<file path="src/rtl/fifo_drain.sv">
// fifo_drain: read-side controller for the synchronous FIFO.
// It issues rd_en, absorbs the FIFO's one-cycle registered read latency,
// and presents words downstream over valid/ready through a 2-entry buffer.
// Handshakes completed on the stream are counted in word_count.
module fifo_drain #(
    parameter int DATA_WIDTH = 8,
    parameter int CNT_WIDTH  = 16
) (
    input  logic                  clk,
    input  logic                  rst,
    input  logic                  enable,
    output logic                  rd_en,
    input  logic [DATA_WIDTH-1:0] rd_data,
    input  logic                  empty,
    output logic [DATA_WIDTH-1:0] m_data,
    output logic                  m_valid,
    input  logic                  m_ready,
    output logic                  busy,
    output logic [CNT_WIDTH-1:0]  word_count
);

    typedef enum logic [1:0] {
        IDLE  = 2'd0,
        RUN   = 2'd1,
        DRAIN = 2'd2
    } state_t;

    state_t state, state_nxt;

    // Buffer: head is the oldest word and drives m_data; tail is the second slot.
    logic [DATA_WIDTH-1:0] buf_head;
    logic [DATA_WIDTH-1:0] buf_tail;
    logic [1:0]            occ;
    logic                  inflight;

    logic                  pop;
    logic                  capture;
    // Words that will be held once this cycle's pop and capture settle.
    // This is also next cycle's occupancy.
    logic [2:0]            occ_after;

    assign m_valid = (occ != 2'd0);
    assign m_data  = buf_head;
    assign pop     = m_valid & m_ready;
    // A read issued last cycle has its data on rd_data this cycle.
    assign capture = inflight;
    assign busy    = (state != IDLE);

    assign occ_after = {1'b0, occ} + {2'b00, inflight} - {2'b00, pop};

    // A new read is allowed only when it still fits in the buffer after the
    // pending capture and this cycle's pop. Reads are blocked during reset,
    // because a word popped from the FIFO then would be lost.
    assign rd_en = !rst && enable && !empty && (state != DRAIN) && (occ_after < 3'd2);

    // Next-state logic for the run/drain controller.
    always_comb begin
        // NOTE: default assigned first so every path drives state_nxt and no latch is inferred.
        state_nxt = state;
        case (state)
            IDLE: begin
                if (enable) begin
                    state_nxt = RUN;
                end
            end
            RUN: begin
                if (!enable) begin
                    if ((occ != 2'd0) || inflight) begin
                        state_nxt = DRAIN;
                    end else begin
                        state_nxt = IDLE;
                    end
                end
            end
            DRAIN: begin
                if (enable) begin
                    state_nxt = RUN;
                end else if (occ_after == 3'd0) begin
                    // Buffer empty after this pop and nothing in flight.
                    state_nxt = IDLE;
                end
            end
            default: begin
                state_nxt = IDLE;
            end
        endcase
    end

    // State register.
    always_ff @(posedge clk) begin
        // NOTE: non-blocking assignments so every register samples pre-edge values.
        if (rst) begin
            state <= IDLE;
        end else begin
            state <= state_nxt;
        end
    end

    // Inflight flag: marks that rd_data carries a word on the next cycle.
    always_ff @(posedge clk) begin
        if (rst) begin
            inflight <= 1'b0;
        end else begin
            inflight <= rd_en;
        end
    end

    // Output buffer: append captured words at the tail, shift on pop.
    always_ff @(posedge clk) begin
        if (rst) begin
            // NOTE: the data slots are reset as well because m_data must read 0 after reset.
            buf_head <= '0;
            buf_tail <= '0;
            occ      <= 2'd0;
        end else begin
            occ <= occ_after[1:0];
            case ({capture, pop})
                2'b11: begin
                    // Head advances and the new word goes at the tail.
                    // Occupancy is unchanged.
                    if (occ == 2'd2) begin
                        buf_head <= buf_tail;
                        buf_tail <= rd_data;
                    end else begin
                        buf_head <= rd_data;
                    end
                end
                2'b01: begin
                    buf_head <= buf_tail;
                end
                2'b10: begin
                    if (occ == 2'd0) begin
                        buf_head <= rd_data;
                    end else begin
                        buf_tail <= rd_data;
                    end
                end
                default: begin
                end
            endcase
        end
    end

    // Delivered-word counter; wraps naturally at 2^CNT_WIDTH.
    always_ff @(posedge clk) begin
        if (rst) begin
            word_count <= '0;
        end else if (pop) begin
            word_count <= word_count + 1'b1;
        end
    end

endmodule

</file>
<file path="config.mk">
export PLATFORM = sky130hd
export DESIGN_NAME = fifo_drain
export DESIGN_NICKNAME = d
export VERILOG_FILES = /design/src/rtl/fifo_drain.sv
export SDC_FILE = /design/constraint.sdc
export NUM_CORES = 1
export LEC_CHECK = 0
export ABC_AREA = 1
export CORE_MARGIN = 8
export CORE_UTILIZATION = 51
export DETAILED_ROUTE_END_ITERATION = 10
export PLACE_DENSITY_LB_ADDON = 0.05
export SYNTH_ARGS = -nofsm -noshare
export SYNTH_HDL_FRONTEND = slang
export SYNTH_SLANG_ARGS = --single-unit
</file>
<file path="constraint.sdc">
create_clock -name clk -period 3.7 [get_ports clk]
set_input_delay 0.74 -clock clk [delete_from_list [all_inputs] [get_ports clk]]
set_output_delay 0.74 -clock clk [all_outputs]
set_load 0.01 [all_outputs]
</file>
==> metrics, run 1 <==
RSZ-0062 raised after global routing no; CP delay by family, top adder cells; Critical Path Sink Type primary output; worst r2r path cells 10; Synth-to-Final Area Change 29.5%; non-filler cells, final 393; TritonCTS buffer count 5; TritonCTS clock tree built; syn avg cell area 6.64 um2; smallest hold slack 0.457 ns; Max Clock Skew 0.00452 ns; CP bufs+invs 3; # diodes 0; die height 78.2 um; reg2reg end capture; Synth cell types 30; Hold EP state[0]; placed insts 385; H-Tree Depth 2; area of the multi-input gates 0.00109 mm2; Synth warnings 0; vias 2011; leading cell type in the layout, fill and taps excluded nor2_1; PwrDens 575 mW/mm2; initial antenna violation count 0; run status completed; Clock transition at path regs 0.07 ns; beginning of the worst hold path state[1]; clock sinks 37; post-route ant nets 0; drt wl/cell 12.6 um; final hold vios 0; largest cells by area after synthesis dfxtp_1 (38%), nor2_1 (12%), nand2_1 (11%); post-route minimum period 3.28 ns; maxcap violations 0; I/O pin total 40; Pleak 0.00107 uW; worst-margin pin slew 0.452 ns; critical path class flop to primary output; GR Util met3 5.81%; aggregate global routing overflow 0; FF-to-FF Start occ[0]; area leader, netlist dfxtp_1; Setup violations, final 0; EDFF count, synth 0; fillers 348; Final period util 88.8%; data arrival time of the worst path 2.54 ns; Chip Width 78.2 um; worst hold path class flop to flop; core area 0.00369 mm2; die area 0.00612 mm2; met2 usage 28.3%; peak supply drop 0.000484 V; Seq. cell area 741 um2; fin. max-slew vios 0; register area share after synthesis 37.5%; gpl congestion 0.829; share of synthesized registers carrying an async set or reset 0%; hold path cells 1; vias per cell 5.12; largest net degree at the start of global routing 29; slowest stage delay, CP 0.47 ns; total negative slack 0 ns; Cell Rows 22; worst-case clock buffer depth 2; Detail Placement HPWL 3420 um; most frequent cells in the layout nor2_1 (61), nand2_1 (58), dfxtp_1 (37), clkdlybuf4s50_1 (37), o21ai_0 (28); net count after synthesis 314; cell area after synthesis 0.00197 mm2; number of global-route vias before repair 1979; Post-Syn Instances 297; Synth top area share 37.5%; Max Clk Rate 305 MHz; GRT Overall Usage 17.3%; met1 Resource Use GR 20.3%; initial core utilization 53.5%; synthesis-stage register bit count 37; Pre-Repair DR Iteration Count 4; dpl cell area 0.00245 mm2; DRT iter0 DRCs 121; startpoint type of the worst setup path flop; relative slew slack 69.8%; IO buf count 39; first-pass GRT wire length 8740 um; CTS root buf clkbuf_8; Reg2Reg Setup Slack 1.35 ns; DR DRC count 0; final instance area 0.00256 mm2; clk_lat worst skew 0.29 ns; Slowest-stage cell, CP dfxtp_1; nets@finish 361; fraction of layout cells with a size suffix above 1 11.0%; WL final 4960 um; crit path cell chain inv_2 > nand2_4 > nand2_4 > ha_1 > clkinv_1 > ha_1 > fa_1 > xor2_1 > nand2_1 > nor4_2 > buf_2; ys flop type dfxtp_1; crit path max fanout 5; busiest grt layer met2; worst path required time 2.96 ns
[how the worst max path moves through the flow]
stage	startpoint	to	slack, ns	cells after the start
floorplan	m_ready	rd_en	0.38	8
global placement	m_ready	rd_en	-0.32	10
detailed placement	m_ready	rd_en	-0.37	10
CTS	m_ready	rd_en	0.03	10
global route	occ[0]	rd_en	0.23	11
finish	occ[0]	rd_en	0.42	11
[Yosys cell counts, types with 2 or more instances]
cell type  number
nor2_1         61
inv_1          25
nor2_2          3
clkbuf_1        4
buf_2           2
nand2_1        58
a21oi_1        20
nand4_1         4
nor2_4          3
o21ai_0        28
nand3_1        21
nor4_1          2
dfxtp_1        37
nor3_1          2
nand3_2         2
o21ai_1         3
nand2_4         2
ha_1            3
inv_2           6
[stage by stage]
step           total power [uW]  utilization [%]  worst slack, ns
2_1_floorplan               895                -            0.382
3_3_place_gp               1150             66.5           -0.318
5_1_grt                    1580             69.3            0.232
4_1_cts                    1480             69.1           0.0301
3_5_place_dp               1160             66.5           -0.373
6_report                   1470             69.3            0.416
[power by group]
part | total [uW] | leakage [uW] | switching (uW) | internal (uW)
sequential | 514 | 0.000300 | 49.4 | 465
combinational | 643 | 0.000720 | 376 | 266
clock | 313 | 0.0000542 | 145 | 168
[timing repair]
item | 4_1_cts | 5_1_grt
setup buffers | 0 | 0
gates resized for setup | 5 | 2
hold buffers | 0 | 0
pin swaps | 0 | 0
setup endpoints to repair | 1 | 1
[sequential cells by signal (all words and copies together), names as in the netlist]
signal,flops
word_count,16
buf_tail,8
capture,1
state,2
occ,2
m_data,8
[cell families (layout without fill, tap and decap cells)]
group           after synthesis  after routing  share of synthesized area (%)
simple gates                162            162                           37.2
fa+ha+maj                     4              4                           2.92
flops                        37             37                           37.5
buf+inv                      39             87                           7.74
xor+xnor                      1              1                          0.444
compound gates               54             54                           14.1
[cell type report]
type	count	share of cell area (%)
timing repair buffer	47	17.5
sequential	37	29.0
tap	48	2.35
clock buffer	7	3.77
inverter	32	4.70
clock inverter	1	0.196
multi-input combinational	221	42.5
[worst register-to-register path: cells and delay by family (launching register included)]
kind	cells	cell delay [ns]
adder cells (fa/ha/maj)	3	0.87
XOR/XNOR	1	0.18
buffers and inverters	2	0.16
AND/OR/NAND/NOR	4	0.55
flip-flops	1	0.47
[per-layer routing]
| metal | part of all wire (%) | wire [um] |
|---|---|---|
| met4 | 2.0 | 99 |
| met1 | 44 | 2190 |
| met3 | 7.2 | 355 |
| met2 | 47 | 2310 |
| met5 | 0 | 0 |
Power figures use the tool's default switching activity.
==> run 2, diff against run 1 <==
CTS_CLUSTER_DIAMETER = 100   (was not set)
==> results of run 2 <==
The final DEF is identical to that of run 1; final timing and power are the same.
==> run 3, diff against run 2 <==
CORE_MARGIN = not set   (was 8)
MAX_ROUTING_LAYER = met4   (was not set)
PLACE_DENSITY = 0.8   (was not set)
PLACE_DENSITY_LB_ADDON = not set   (was 0.05)
==> run 3 against run 2 <==
Combinational power up 3%. Critical path depth decreased by 1. Sequential power decreased by 0.8%. Sequential share of layout area up 0.13 points. Via count grew 1.3%. Highest routed layer unchanged. Sequential cell count is the same.
==> metrics, run 3 (synthesis gave the netlist of run 1 again) <==
Chip Width 64.2 um (-18%); fin. max-slew vios 0 (unchanged); final hold vios 0 (unchanged); RSZ-0062 raised after global routing no; relative slew slack 72.7% (+2.9 points); total negative slack 0 ns (unchanged); Detail Placement HPWL 3300 um (-3.5%); worst-case clock buffer depth 2 (unchanged); Max Clk Rate 287 MHz (-5.6%); Max Clock Skew 0.00464 ns (+0.000124 ns); startpoint type of the worst setup path input pin; DRT iter0 DRCs 137 (+13%); gpl congestion 0.814 (-1.8%); dpl cell area 0.00244 mm2 (-0.31%); Worst path most repeated cell ha_1; Setup violations, final 0 (unchanged); aggregate global routing overflow 0 (unchanged); busiest grt layer met2; area of the multi-input gates 0.00108 mm2 (-0.58%); vias 2038 (+1.3%); maxcap violations 0 (unchanged); TritonCTS buffer count 5 (unchanged); non-filler cells, final 393 (unchanged); final instance area 0.00254 mm2 (-0.44%); Synth-to-Final Area Change 29.0%; die area 0.00412 mm2 (-33%); I/O pin total 40 (unchanged); PwrDens 573 mW/mm2 (-0.40%); H-Tree Depth 2 (unchanged); GRT Overall Usage 25.6% (+8.3 points); initial antenna violation count 0 (unchanged); initial core utilization 53.5% (unchanged); DR DRC count 0 (unchanged); peak supply drop 0.000458 V (-5.5%); slowest stage delay, CP 0.37 ns (-0.10 ns); crit path max fanout 2 (-3); fraction of layout cells with a size suffix above 1 10.4% (-0.58 points); Cell Rows 22 (unchanged); WL final 4690 um (-5.3%); worst-margin pin slew 0.409 ns (-0.0436 ns); post-route minimum period 3.48 ns (+0.195 ns); drt wl/cell 11.9 um (-5.3%); crit path cell chain dlygate4sd2_1 > nand2_4 > ha_1 > clkinv_1 > ha_1 > fa_1 > xor2_1 > nand2_1 > nor4_1 > clkdlybuf4s15_2; met2 usage 42.0% (+14 points); fillers 327 (-6.0%); GR Util met3 5.89% (+0.084 points); Pleak 0.00106 uW (-1.4%); Pre-Repair DR Iteration Count 4 (unchanged); # diodes 0 (unchanged); Seq. cell area 741 um2 (unchanged); Reg2Reg Setup Slack 1.30 ns (-0.05 ns); nets@finish 362 (+0.28%); placed insts 384 (-0.26%); CP delay by family, top adder cells; worst path required time 2.96 ns (about the same); CTS root buf clkbuf_8; largest net degree at the start of global routing 29 (unchanged); most frequent cells in the layout nor2_1 (61), nand2_1 (58), dfxtp_1 (37), clkdlybuf4s50_1 (37), o21ai_0 (28); data arrival time of the worst path 2.74 ns (+0.20 ns); run status completed; critical path class input pin to primary output; vias per cell 5.19 (+1.3%); leading cell type in the layout, fill and taps excluded nor2_1; max FFs per register 16 (unchanged); met1 Resource Use GR 30.5% (+10 points); Slowest-stage cell, CP fa_1; number of global-route vias before repair 1839 (-7.1%); Biggest register word_count; clk_lat worst skew 0.29 ns (about the same); post-route ant nets 0 (unchanged); Critical Path Sink Type primary output; core area 0.00369 mm2 (unchanged); worst hold path class flop to flop; Final period util 94.0% (+5.3 points); CP bufs+invs 3 (unchanged); total power 1460 uW (-0.84%); die height 64.2 um (-18%); smallest hold slack 0.448 ns (-0.00836 ns); first-pass GRT wire length 8100 um (-7.3%); clock sinks 37 (unchanged); IO buf count 39 (unchanged); Clock transition at path regs 0.06 ns (about the same); TritonCTS clock tree built
run 3: cell count changes in the layout (fill, tap and decap cells not counted), sizes merged:
cell           change
dlygate4sd2        +1
dlymetal6s2s       -1
clkdlybuf4s15      +1
clkinv             -1
run 3: worst paths after layout:
path	endpoint	from	cells past startpoint
worst max-delay path	rd_en	m_ready	10
worst min-delay path	state[0]	state[1]	1
worst max register to register	state[1]	occ[0]	13
worst min register to register	state[0]	state[1]	1
run 3: power breakdown:
part	total (uW)	switching, uW	internal, uW
Clock	286	138	148
Combinational	662	377	285
Sequential	510	44.6	465
Total	1460	560	897
run 3: timing repair:
item | 4_1_cts | 5_1_grt
endpoints found under the setup margin | 1 | 0
hold buffers | 0 | 0
hold endpoints to repair | 0 | 0
setup buffers | 2 | 0
resized for setup | 5 | 0
run 3: area by class of cell:
type	instances	share of cell area, %
clock buffers	7	3.39
repair buffers	48	18.0
multi-input cells	221	42.4
inverters	32	4.72
flip-flops and latches	37	29.1
well taps	48	2.36
run 3: metal layers:
| metal | up-vias | part of all wire (%) |
|---|---|---|
| li1 | 1044 | - |
| met4 | 0 | 1.1 |
| met5 | - | 0 |
| met2 | 63 | 48 |
| met3 | 7 | 5.7 |
| met1 | 924 | 45 |
run 3: per-stage QoR:
step           setup slack (ns)  utilization [%]
2_1_floorplan             0.382                -
3_3_place_gp             -0.288             66.2
3_5_place_dp             -0.392             66.2
4_1_cts                   0.212             69.0
5_1_grt                  0.0909             69.0
6_report                  0.221             69.0
